$ cat src/rtl/uart_cmd_ctrl.sv
// Serial command sequencer: pops ASCII bytes from the RX FIFO, issues
// stopwatch/clock control pulses or mode toggles, and echoes a response byte.
module uart_cmd_ctrl #(
  parameter bit         ECHO_EN  = 1'b1,
  parameter bit         CASE_INS = 1'b1,
  parameter logic [7:0] ERR_CHAR = 8'h3F
) (
  input  logic       clk,
  input  logic       rst,
  input  logic       rx_empty,
  input  logic [7:0] rx_rdata,
  output logic       rx_rd_en,
  input  logic       tx_full,
  output logic [7:0] tx_wdata,
  output logic       tx_wr_en,
  output logic       o_run_stop,
  output logic       o_clear,
  output logic       o_hour_up,
  output logic       o_min_up,
  output logic       o_sec_up,
  output logic       o_clock_mode,
  output logic       o_msec_min,
  output logic       o_busy
);

  typedef enum logic [1:0] {
    IDLE,
    FETCH,
    EXEC,
    ECHO
  } state_t;

  state_t     state, state_nxt;
  logic [7:0] cmd;
  logic [7:0] echo_byte;
  logic [7:0] folded;
  logic       accept;
  logic       tog_mode;
  logic       tog_msec;

  always_comb begin
    folded = rx_rdata;
    if (CASE_INS && (rx_rdata >= 8'h61) && (rx_rdata <= 8'h7A))
      folded = rx_rdata - 8'h20;
  end

  // Decode is evaluated only in EXEC; gating uses the mode level held on entry.
  always_comb begin
    accept     = 1'b0;
    tog_mode   = 1'b0;
    tog_msec   = 1'b0;
    o_run_stop = 1'b0;
    o_clear    = 1'b0;
    o_hour_up  = 1'b0;
    o_min_up   = 1'b0;
    o_sec_up   = 1'b0;
    if (state == EXEC) begin
      case (cmd)
        8'h52: if (!o_clock_mode) begin accept = 1'b1; o_run_stop = 1'b1; end
        8'h43: if (!o_clock_mode) begin accept = 1'b1; o_clear    = 1'b1; end
        8'h48: if (o_clock_mode)  begin accept = 1'b1; o_hour_up  = 1'b1; end
        8'h4D: if (o_clock_mode)  begin accept = 1'b1; o_min_up   = 1'b1; end
        8'h53: if (o_clock_mode)  begin accept = 1'b1; o_sec_up   = 1'b1; end
        8'h57: begin accept = 1'b1; tog_mode = 1'b1; end
        8'h4E: begin accept = 1'b1; tog_msec = 1'b1; end
        default: accept = 1'b0;
      endcase
    end
  end

  always_comb begin
    state_nxt = state;
    rx_rd_en  = 1'b0;
    tx_wr_en  = 1'b0;
    case (state)
      IDLE: begin
        if (!rx_empty) begin
          rx_rd_en  = 1'b1;
          state_nxt = FETCH;
        end
      end
      FETCH: state_nxt = EXEC;
      EXEC:  state_nxt = ECHO_EN ? ECHO : IDLE;
      ECHO: begin
        if (!tx_full) begin
          tx_wr_en  = 1'b1;
          state_nxt = IDLE;
        end
      end
      default: state_nxt = IDLE;
    endcase
  end

  always_ff @(posedge clk) begin
    if (rst) begin
      state        <= IDLE;
      cmd          <= '0;
      echo_byte    <= '0;
      o_clock_mode <= 1'b0;
      o_msec_min   <= 1'b0;
    end else begin
      state <= state_nxt;
      if (state == FETCH)
        cmd <= folded;
      if (state == EXEC)
        echo_byte <= accept ? cmd : ERR_CHAR;
      if (tog_mode)
        o_clock_mode <= ~o_clock_mode;
      if (tog_msec)
        o_msec_min <= ~o_msec_min;
    end
  end

  assign tx_wdata = echo_byte;
  assign o_busy   = (state != IDLE);

endmodule

$ cat config.mk
export PLATFORM = sky130hd
export DESIGN_NAME = uart_cmd_ctrl
export DESIGN_NICKNAME = d
export VERILOG_FILES = /design/src/rtl/uart_cmd_ctrl.sv
export SDC_FILE = /design/constraint.sdc
export NUM_CORES = 1
export LEC_CHECK = 0
export ABC_AREA = 1
export CAP_MARGIN = 20
export CORE_MARGIN = 3
export CORE_UTILIZATION = 40
export DETAILED_ROUTE_END_ITERATION = 12
export GPL_ROUTABILITY_DRIVEN = 0
export GPL_TIMING_DRIVEN = 0
export HOLD_SLACK_MARGIN = 0.1
export PLACE_DENSITY = 0.73
export SETUP_SLACK_MARGIN = 0.1
export SYNTH_ARGS = -nofsm -noshare
export SYNTH_HDL_FRONTEND = slang
export SYNTH_SLANG_ARGS = --single-unit
$ cat constraint.sdc
create_clock -name clk -period 1.8 [get_ports clk]
set_input_delay 0.36 -clock clk [delete_from_list [all_inputs] [get_ports clk]]
set_output_delay 0.36 -clock clk [all_outputs]
set_load 0.01 [all_outputs]
Word-level counts from Yosys, hierarchy flattened. Index checks and enable logic that the tools add are counted.

Bits of input ports: 12. Output and inout port bits: 18. Logic and storage cells: 56. Register bits: 20.

Multiplexer cells: 27. Equal/unequal tests: 12. Reductions and logical operators: 7. Bitwise gates (word level): 2. Order comparisons: 2. Add/subtract/negate cells: 1.

Operator list (number): 8-bit by 7-bit equality test with 1-bit output, second input constant (7); 1-bit two-way mux (21); 8-bit two-way mux (2); 8-bit by 7-bit >= comparator with 1-bit output, second input constant (1); 8-bit by 7-bit <= comparator with 1-bit output, second input constant (1); 2-bit one-hot mux with 4 select lines (1); 8-bit by 6-bit subtractor with 8-bit output, second input constant (1); 2-bit equality test, second input constant (2); 2-bit two-way mux (2); 2-bit inequality test, second input constant (2); 2-bit OR reduction (2); 1-bit one-hot mux with 3 select lines (1); 3-bit OR reduction (1); 2-bit by 1-bit equality test with 1-bit output, second input constant (1); 2-bit zero test (1); 1-bit inverter (2); 2-bit AND reduction (1); 2-bit nonzero test (1); 1-bit logical AND (1).

Depth between registers and ports, before layout. Gate-level depths: netlist of the first run.

Depth in word-level cells: 5. Depth in mapped cells: 12. Mapped depth without buffers: 12.

Worst setup path before layout of the first run. OpenSTA, ideal clock, no wires.

Path type: reg2out. From: reg state[0]. To: out o_min_up. Buffers on the path: 1. Arrival: 1.062 ns. Cell stages (with the launch flop): 8. Slack: 0.378 ns. Required time: 1.440 ns. Path through: dfxtp_1 > inv_1 > ha_1 > buf_6 > nand2_2 > nor2_1 > nand3_1 > inv_1.

Longest elaborated chain between the ends: 2.

RTL lines: start: declaration (line 33) `state_t state, state_nxt;`; start signal: assignment (line 102) `state <= state_nxt;`; 2-bit equality test (line 57) `if (state == EXEC) begin`; 1-bit two-way mux (line 57); end: declaration (line 19) `output logic o_min_up,`.

Every way passes these cells.

Worst setup path in the final report of the first run. Ends and elaborated chain as after synthesis.

==> results of run 1 <==
[final cells by class]
| cell class | count | area share |
|---|---|---|
| Timing Repair Buffer | 36 | 0.194 |
| Buffer | 3 | 0.0136 |
| Multi-Input combinational cell | 96 | 0.413 |
| Tap cell | 30 | 0.0241 |
| Inverter | 29 | 0.0730 |
| Clock buffer | 4 | 0.0233 |
| Sequential cell | 20 | 0.259 |
[worst reg2reg max path: cells and delay by family (launching register included)]
kind	cells	cell delay (ns)
flops	1	0.36
buf+inv	3	0.32
compound gates	1	0.07
simple gates	4	0.59
fa+ha+maj	1	0.15
[layer usage]
layer | up-vias | global-route usage | routed length [microns]
met3 | 8 | 0.0219 | 147
met2 | 32 | 0.306 | 1310
met1 | 492 | 0.195 | 1110
met5 | - | 0 | 0
met4 | 0 | 0.0695 | 65
li1 | 556 | - | -
[through the flow]
| stage | cell area (sq um) | util | hold WS [ns] |
|---|---|---|---|
| after floorplan | 1100 | - | 0.432 |
| after detailed placement | 1430 | 0.563 | 0.434 |
| final | 1560 | 0.613 | 0.448 |
| after CTS | 1520 | 0.598 | 0.451 |
| after global routing | 1560 | 0.613 | 0.475 |
| after global placement | 1430 | 0.563 | 0.430 |
[timing repair]
item | in CTS | in global routing
setup buffers | 8 | 2
endpoints found under the setup margin | 8 | 15
pin swaps | 4 | 10
gates resized for setup | 38 | 16
[sequential cells by signal (all words and copies together), names as in the netlist]
signal,flops
cmd,8
tx_wdata,8
o_msec_min,1
o_clock_mode,1
state,2
[logic make-up after synthesis]
| kind of cell | Yosys count |
|---|---|
| adders and majority gates | 6 |
| DFF | 20 |
| AOI/OAI and AO/OA | 35 |
| and+or+nand+nor | 55 |
| buffers and inverters | 32 |
[layout by cell type (no fill, tap or decap), types with 3 or more instances in the layout]
master / netlist / layout
clkdlybuf4s50_1: 0 / 21
inv_1: 24 / 19
nand2_1: 18 / 18
dfxtp_1: 20 / 17
o21ai_0: 16 / 16
a21oi_1: 10 / 10
nor2_1: 10 / 9
buf_2: 1 / 9
inv_2: 5 / 8
buf_4: 0 / 7
nand3_1: 7 / 6
nor2_2: 6 / 5
a21oi_2: 5 / 5
nor2_4: 2 / 4
ha_1: 6 / 4
nor3_1: 3 / 3
clkbuf_4: 0 / 3
dfxtp_2: 0 / 3
[report_power, final]
part | total (mW) | internal (mW) | switching, mW | leakage (nW)
registers | 0.692 | 0.590 | 0.102 | 0.165
logic | 0.966 | 0.420 | 0.546 | 0.564
clock network | 0.269 | 0.124 | 0.146 | 0.0210
[worst min-delay path by stage]
stage | endpoint
final | tx_wdata[7]
after global placement | tx_wdata[7]
after floorplan | tx_wdata[7]
after CTS | tx_wdata[7]
after detailed placement | tx_wdata[7]
after global routing | tx_wdata[7]
==> metrics.yaml, run 1 <==
setup_path:
  regToRegStartpoint: "state[0]"
  crit_family: "flip-flops"
  cp_cell_sequence: "inv_4, ha_4, buf_6, nand2_4, nor2_1, nand3_1, inv_1, buf_2"
  crit_cells: 8
  crit_required_ns: 1.44
  crit_buf_inv: 4
  crit_type: "reg -> out"
  crit_slowest_cell: "dfxtp_2"
  r2r_cells: 9
  critPathLaunchType: "flop"
  cp_max_fo: 2
  end_kind: "output pin"
  rr_endpoint: "tx_wdata[2]"
  cp.arrival_ns: 1.41
  crit_path_start: "state[0]"
  rrSetupSlack_ns: 0.20
  slowest_delay_ns: 0.36
  worstSetupEndpoint: "o_min_up"
sta:
  hold_violations: 0
  maxSlewViolCount: 0
  fin_crit_sh: 0.984
  fin_ws_ns: 0.0294
  grt_setup_unrepaired: "true"
  finalSetupTns_ns: 0
  skew_ns: 0.00612
  slew_headroom: 0.801
  finalSetupViolations: 0
  tightestPinTransition_ns: 0.296
  fin_crit_ns: 1.77
  fmaxAchievable_ghz: 0.565
synthesis:
  synth_commonest_cells: "24 x inv_1, 20 x dfxtp_1, 18 x nand2_1"
  synth_flop_cell: "dfxtp_1"
  yosysWarnings: 0
  synth_top_family_by_area: "simple AND/OR/NAND/NOR gates"
  synth.top_cells.by_area: "dfxtp_1 36%, inv_1 8.2%, o21ai_0 7.2%"
  synth_nets: 166
  syn_inst: 148
  yosys.area_share.simple: 0.266
  synth_mux_area_frac: 0
  ys_types: 25
  synth_area_leader_cell: "dfxtp_1"
  syn_area_per_cell_sq_um: 7.46
  ys_ff_latch: 20
  yosysMostFrequentCell: "inv_1"
  synthAdderAreaFrac: 0.0680
  yosys.area_share.xor_xnor: 0
  syn_area_sq_um: 1100
  ys_seq_area_frac: 0.362
  synth_top_area_share: 0.362
  synth_edf_count: 0
  async_reset_ff_frac: 0
  synth_compound_area_frac: 0.186
route:
  vias: 1088
  drt-total-wl_microns: 2630
  first_pass_iters: 4
  drc_errors: 0
  vias_per_cell: 4.99
  final_antenna_net_count: 0
  wl_per_cell_microns: 12.1
  initialDrtViolationCount: 19
die:
  coreArea_sq_um: 2540
  initial_core_util: 0.434
  die_y_microns: 58.6
  die_area_sq_um: 3430
  die_x_microns: 58.6
  pin_count: 30
  rows: 18
worst_hold_path:
  hold_depth: 2
  min_from: "tx_wdata[7]"
  hold_path_class: "reg -> reg"
cells_and_area:
  drive_gt1_frac: 0.319
  antenna_cells: 0
  instances_no_fill: 218
  area_growth_pct: 41.1
  regArea_sq_um: 404
  multi_input_area_sq_um: 643
  nNetsFinal: 207
  nFillCells: 238
power:
  power_mw: 1.93
  leakage_nw: 0.750
  ir_worst_vdd_mv: 0.759
  powerDensity_nw_per_um2: 1240
clocking:
  insertion_delay_ns: 0.31
  cts.sinks: 20
  clock_path_buffers: 2
  clkTransAtPathRegs_ns: 0.12
  cts_root_buf: "clkbuf_4"
  hold_buffers: 0
  cts_made_buffers: 3
  cts-htree-levels: 1
  tritoncts: "built"
global_route:
  antenna_found_initial: 0
  grtUsageTotal: 0.168
  grt_pass1_wl_microns: 4520
  grt_pass1_vias: 1076
  grt_start_max_net_pins: 12
  grt.overflow.total: 0
placed_design:
  pre_cts_ws_ns: -0.234
  port_buffers: 29
  dp_hpwl_microns: 1970
  place_inst: 207
run_status:
  status: "finished clean"
flow_run:
  drv_cap: 0
No activity file was read; power rests on OpenSTA's default activity.
==> run 2, diff against run 1 <==
--- a/config.mk
+++ b/config.mk
@@ -5,7 +5,6 @@
 export SDC_FILE = /design/constraint.sdc
 export NUM_CORES = 1
 export LEC_CHECK = 0
-export ABC_AREA = 1
 export CAP_MARGIN = 20
 export CORE_MARGIN = 3
 export CORE_UTILIZATION = 40
==> metrics.yaml, run 2 <==
run_status:
  status: "finished with violations"
  violations: "negative setup slack"
synthesis:
  synth_top_family_by_area: "simple AND/OR/NAND/NOR gates"
  yosys.area_share.xor_xnor: 0.0311  # +0.0311
  synth_nets: 139  # -16%
  syn_area_per_cell_sq_um: 9.32  # +25%
  synthAdderAreaFrac: 0.0666  # -0.00136
  ys_seq_area_frac: 0.355  # -0.00724
  synth_area_leader_cell: "dfxtp_1"
  syn_area_sq_um: 1130  # +2.0%
  synth_top_area_share: 0.355  # -0.00724
  synth_compound_area_frac: 0.125  # -0.0603
  async_reset_ff_frac: 0  # unchanged
  ys_types: 44  # +76%
  synth_edf_count: 0  # unchanged
  synth_commonest_cells: "22 x nor2_1, 20 x dfxtp_1, 9 x inv_1"
  synth_flop_cell: "dfxtp_1"
  yosysMostFrequentCell: "nor2_1"
  synth_mux_area_frac: 0.0533  # +0.0533
  yosys.area_share.simple: 0.282  # +0.0158
  syn_inst: 121  # -18%
  ys_ff_latch: 20  # unchanged
  synth.top_cells.by_area: "dfxtp_1 36%, nor2_1 7.3%, ha_1 6.7%"
  yosysWarnings: 0  # unchanged
setup_path:
  crit_path_start: "state[0]"
  crit_slowest_cell: "dfxtp_2"
  crit_required_ns: 1.44  # about the same
  cp_cell_sequence: "inv_2, ha_4, buf_6, and4bb_4, nand2_4, nor4b_4, buf_2"
  cp_max_fo: 3  # +1
  critPathLaunchType: "flop"
  crit_cells: 7  # -1
  crit_buf_inv: 3  # -1
  regToRegStartpoint: "state[0]"
  crit_type: "reg -> out"
  crit_family: "simple AND/OR/NAND/NOR gates"
  slowest_delay_ns: 0.35  # about the same
  end_kind: "output pin"
  cp.arrival_ns: 1.76  # +0.35 ns
  r2r_cells: 8  # -1
global_route:
  grt.overflow.total: 0  # unchanged
  grt_start_max_net_pins: 13  # +1
  grt_pass1_vias: 1001  # -7.0%
  antenna_found_initial: 0  # unchanged
  grt_pass1_wl_microns: 4530  # +0.31%
  grtUsageTotal: 0.168  # -0.000467
sta:
  finalSetupTns_ns: -1.32  # -1.32 ns
  fmaxAchievable_ghz: 0.473  # -16%
  skew_ns: 0.0126  # +0.00652 ns
  slew_headroom: 0.678  # -0.123
  finalSetupViolations: 5  # +5
  fin_crit_ns: 2.12  # +0.345 ns
  maxSlewViolCount: 0  # unchanged
  grt_setup_unrepaired: "true"
  hold_violations: 0  # unchanged
  tightestPinTransition_ns: 0.483  # +0.187 ns
  fin_ws_ns: -0.316  # -0.345 ns
  fin_crit_sh: 1.18  # +0.192
die:
  rows: 18  # unchanged
  die_area_sq_um: 3490  # +1.8%
  pin_count: 30  # unchanged
  initial_core_util: 0.439  # +0.00496
  coreArea_sq_um: 2570  # +0.88%
  die_y_microns: 59.1  # +0.91%
  die_x_microns: 59.1  # +0.91%
worst_hold_path:
  hold_path_class: "reg -> reg"
  hold_depth: 1  # -1
  min_from: "tx_wdata[7]"
route:
  drc_errors: 0  # unchanged
  drt-total-wl_microns: 2560  # -2.4%
  final_antenna_net_count: 0  # unchanged
  wl_per_cell_microns: 13.4  # +11%
  vias: 989  # -9.1%
  vias_per_cell: 5.15  # +3.2%
  initialDrtViolationCount: 37  # +18
  first_pass_iters: 4  # unchanged
clocking:
  clkTransAtPathRegs_ns: 0.13  # about the same
  cts_root_buf: "clkbuf_4"
  cts.sinks: 20  # unchanged
  cts-htree-levels: 1  # unchanged
  tritoncts: "built"
  insertion_delay_ns: 0.32  # about the same
  clock_path_buffers: 2  # unchanged
  cts_made_buffers: 3  # unchanged
flow_run:
  drv_cap: 0  # unchanged
power:
  powerDensity_nw_per_um2: 1220  # -1.4%
  ir_worst_vdd_mv: 0.807  # +6.3%
  clkPwrFrac: 0.194  # +0.054
  leakage_nw: 0.693  # -7.6%
  switching_share: 0.361  # -0.0507
  combPwrFrac: 0.477  # -0.024
  power_mw: 1.97  # +2.4%
  pwr-share-seq: 0.330  # -0.029
  power_switching_mw: 0.713  # -10%
  power.internal_mw: 1.26  # +11%
cells_and_area:
  instances_no_fill: 192  # -12%
  mostFrequentLayoutCells: "21 x nor2_1, 20 x clkdlybuf4s50_1, 17 x dfxtp_1, 9 x buf_4, 9 x buf_2"
  antenna_cells: 0  # unchanged
  layout_commonest_cell: "nor2_1"
  area_growth_pct: 43.6
  nNetsFinal: 181  # -13%
  design_area_sq_um: 1620  # +3.9%
  drive_gt1_frac: 0.315  # -0.00433
placed_design:
  port_buffers: 29  # unchanged
  place_area_sq_um: 1490  # +4.2%
  pre_cts_ws_ns: -0.553  # -0.319 ns
  dp_hpwl_microns: 1880  # -4.9%
  place_inst: 180  # -13%
-- run 2: layout make-up --
type                    count  area [sq um]
clock buffers               3          22.5
fillers                   226           948
clock inverters             1          30.0
repair buffers             37           313
flip-flops and latches     20           407
well taps                  30          37.5
inverters                   9          33.8
plain buffers               7          63.8
multi-input cells          85           712
-- run 2: power by group through the flow --
stage	logic, mW	clock network [mW]	registers (mW)
2_1_floorplan	0.577	0	0.675
3_3_place_gp	0.850	0	0.661
3_5_place_dp	0.876	0	0.666
4_1_cts	0.908	0.391	0.654
5_1_grt	1.05	0.402	0.672
6_report	0.941	0.382	0.651
-- run 2: through the flow --
stage                      util  hold slack [ns]
after floorplan               -            0.491
after global placement    0.581            0.460
after detailed placement  0.581            0.461
after CTS                 0.612            0.488
after global routing      0.631            0.507
final                     0.631            0.483
-- run 2: cell families after synthesis --
family,Yosys count
AND/OR/NAND/NOR,53
flip-flops,20
AO/OA/AOI/OAI,16
buffers and inverters,16
multiplexers,6
adder cells (fa/ha/maj),6
XOR/XNOR,4
-- run 2: worst reg2reg max path: cells and delay by family, from the launching register on --
kind,cells,cell delay [ns]
buffers and inverters,3,0.33
and+or+nand+nor,2,0.41
DFF,1,0.35
AOI/OAI and AO/OA,2,0.35
adders and majority gates,1,0.13
-- run 2: metal layers --
metal | track usage | up-vias | share of wire
met3 | 0.0523 | 3 | 0.060
met4 | 0.0324 | 0 | 0.0074
met2 | 0.290 | 28 | 0.48
met5 | 0 | - | 0
li1 | - | 501 | -
met1 | 0.204 | 457 | 0.45
-- run 2: final timing paths --
path,to,slack [ns]
setup / recovery,o_hour_up,-0.32
setup reg to reg,tx_wdata[6],0.18
hold / removal,tx_wdata[7],0.48
hold reg to reg,tx_wdata[7],0.48
-- run 2: timing repair --
item / 4_1_cts / 5_1_grt
buffers inserted: 7 / 1
gates resized for setup: 36 / 8
hold buffers: 0 / 0
endpoints found under the setup margin: 9 / 11
pin swaps: 6 / 3
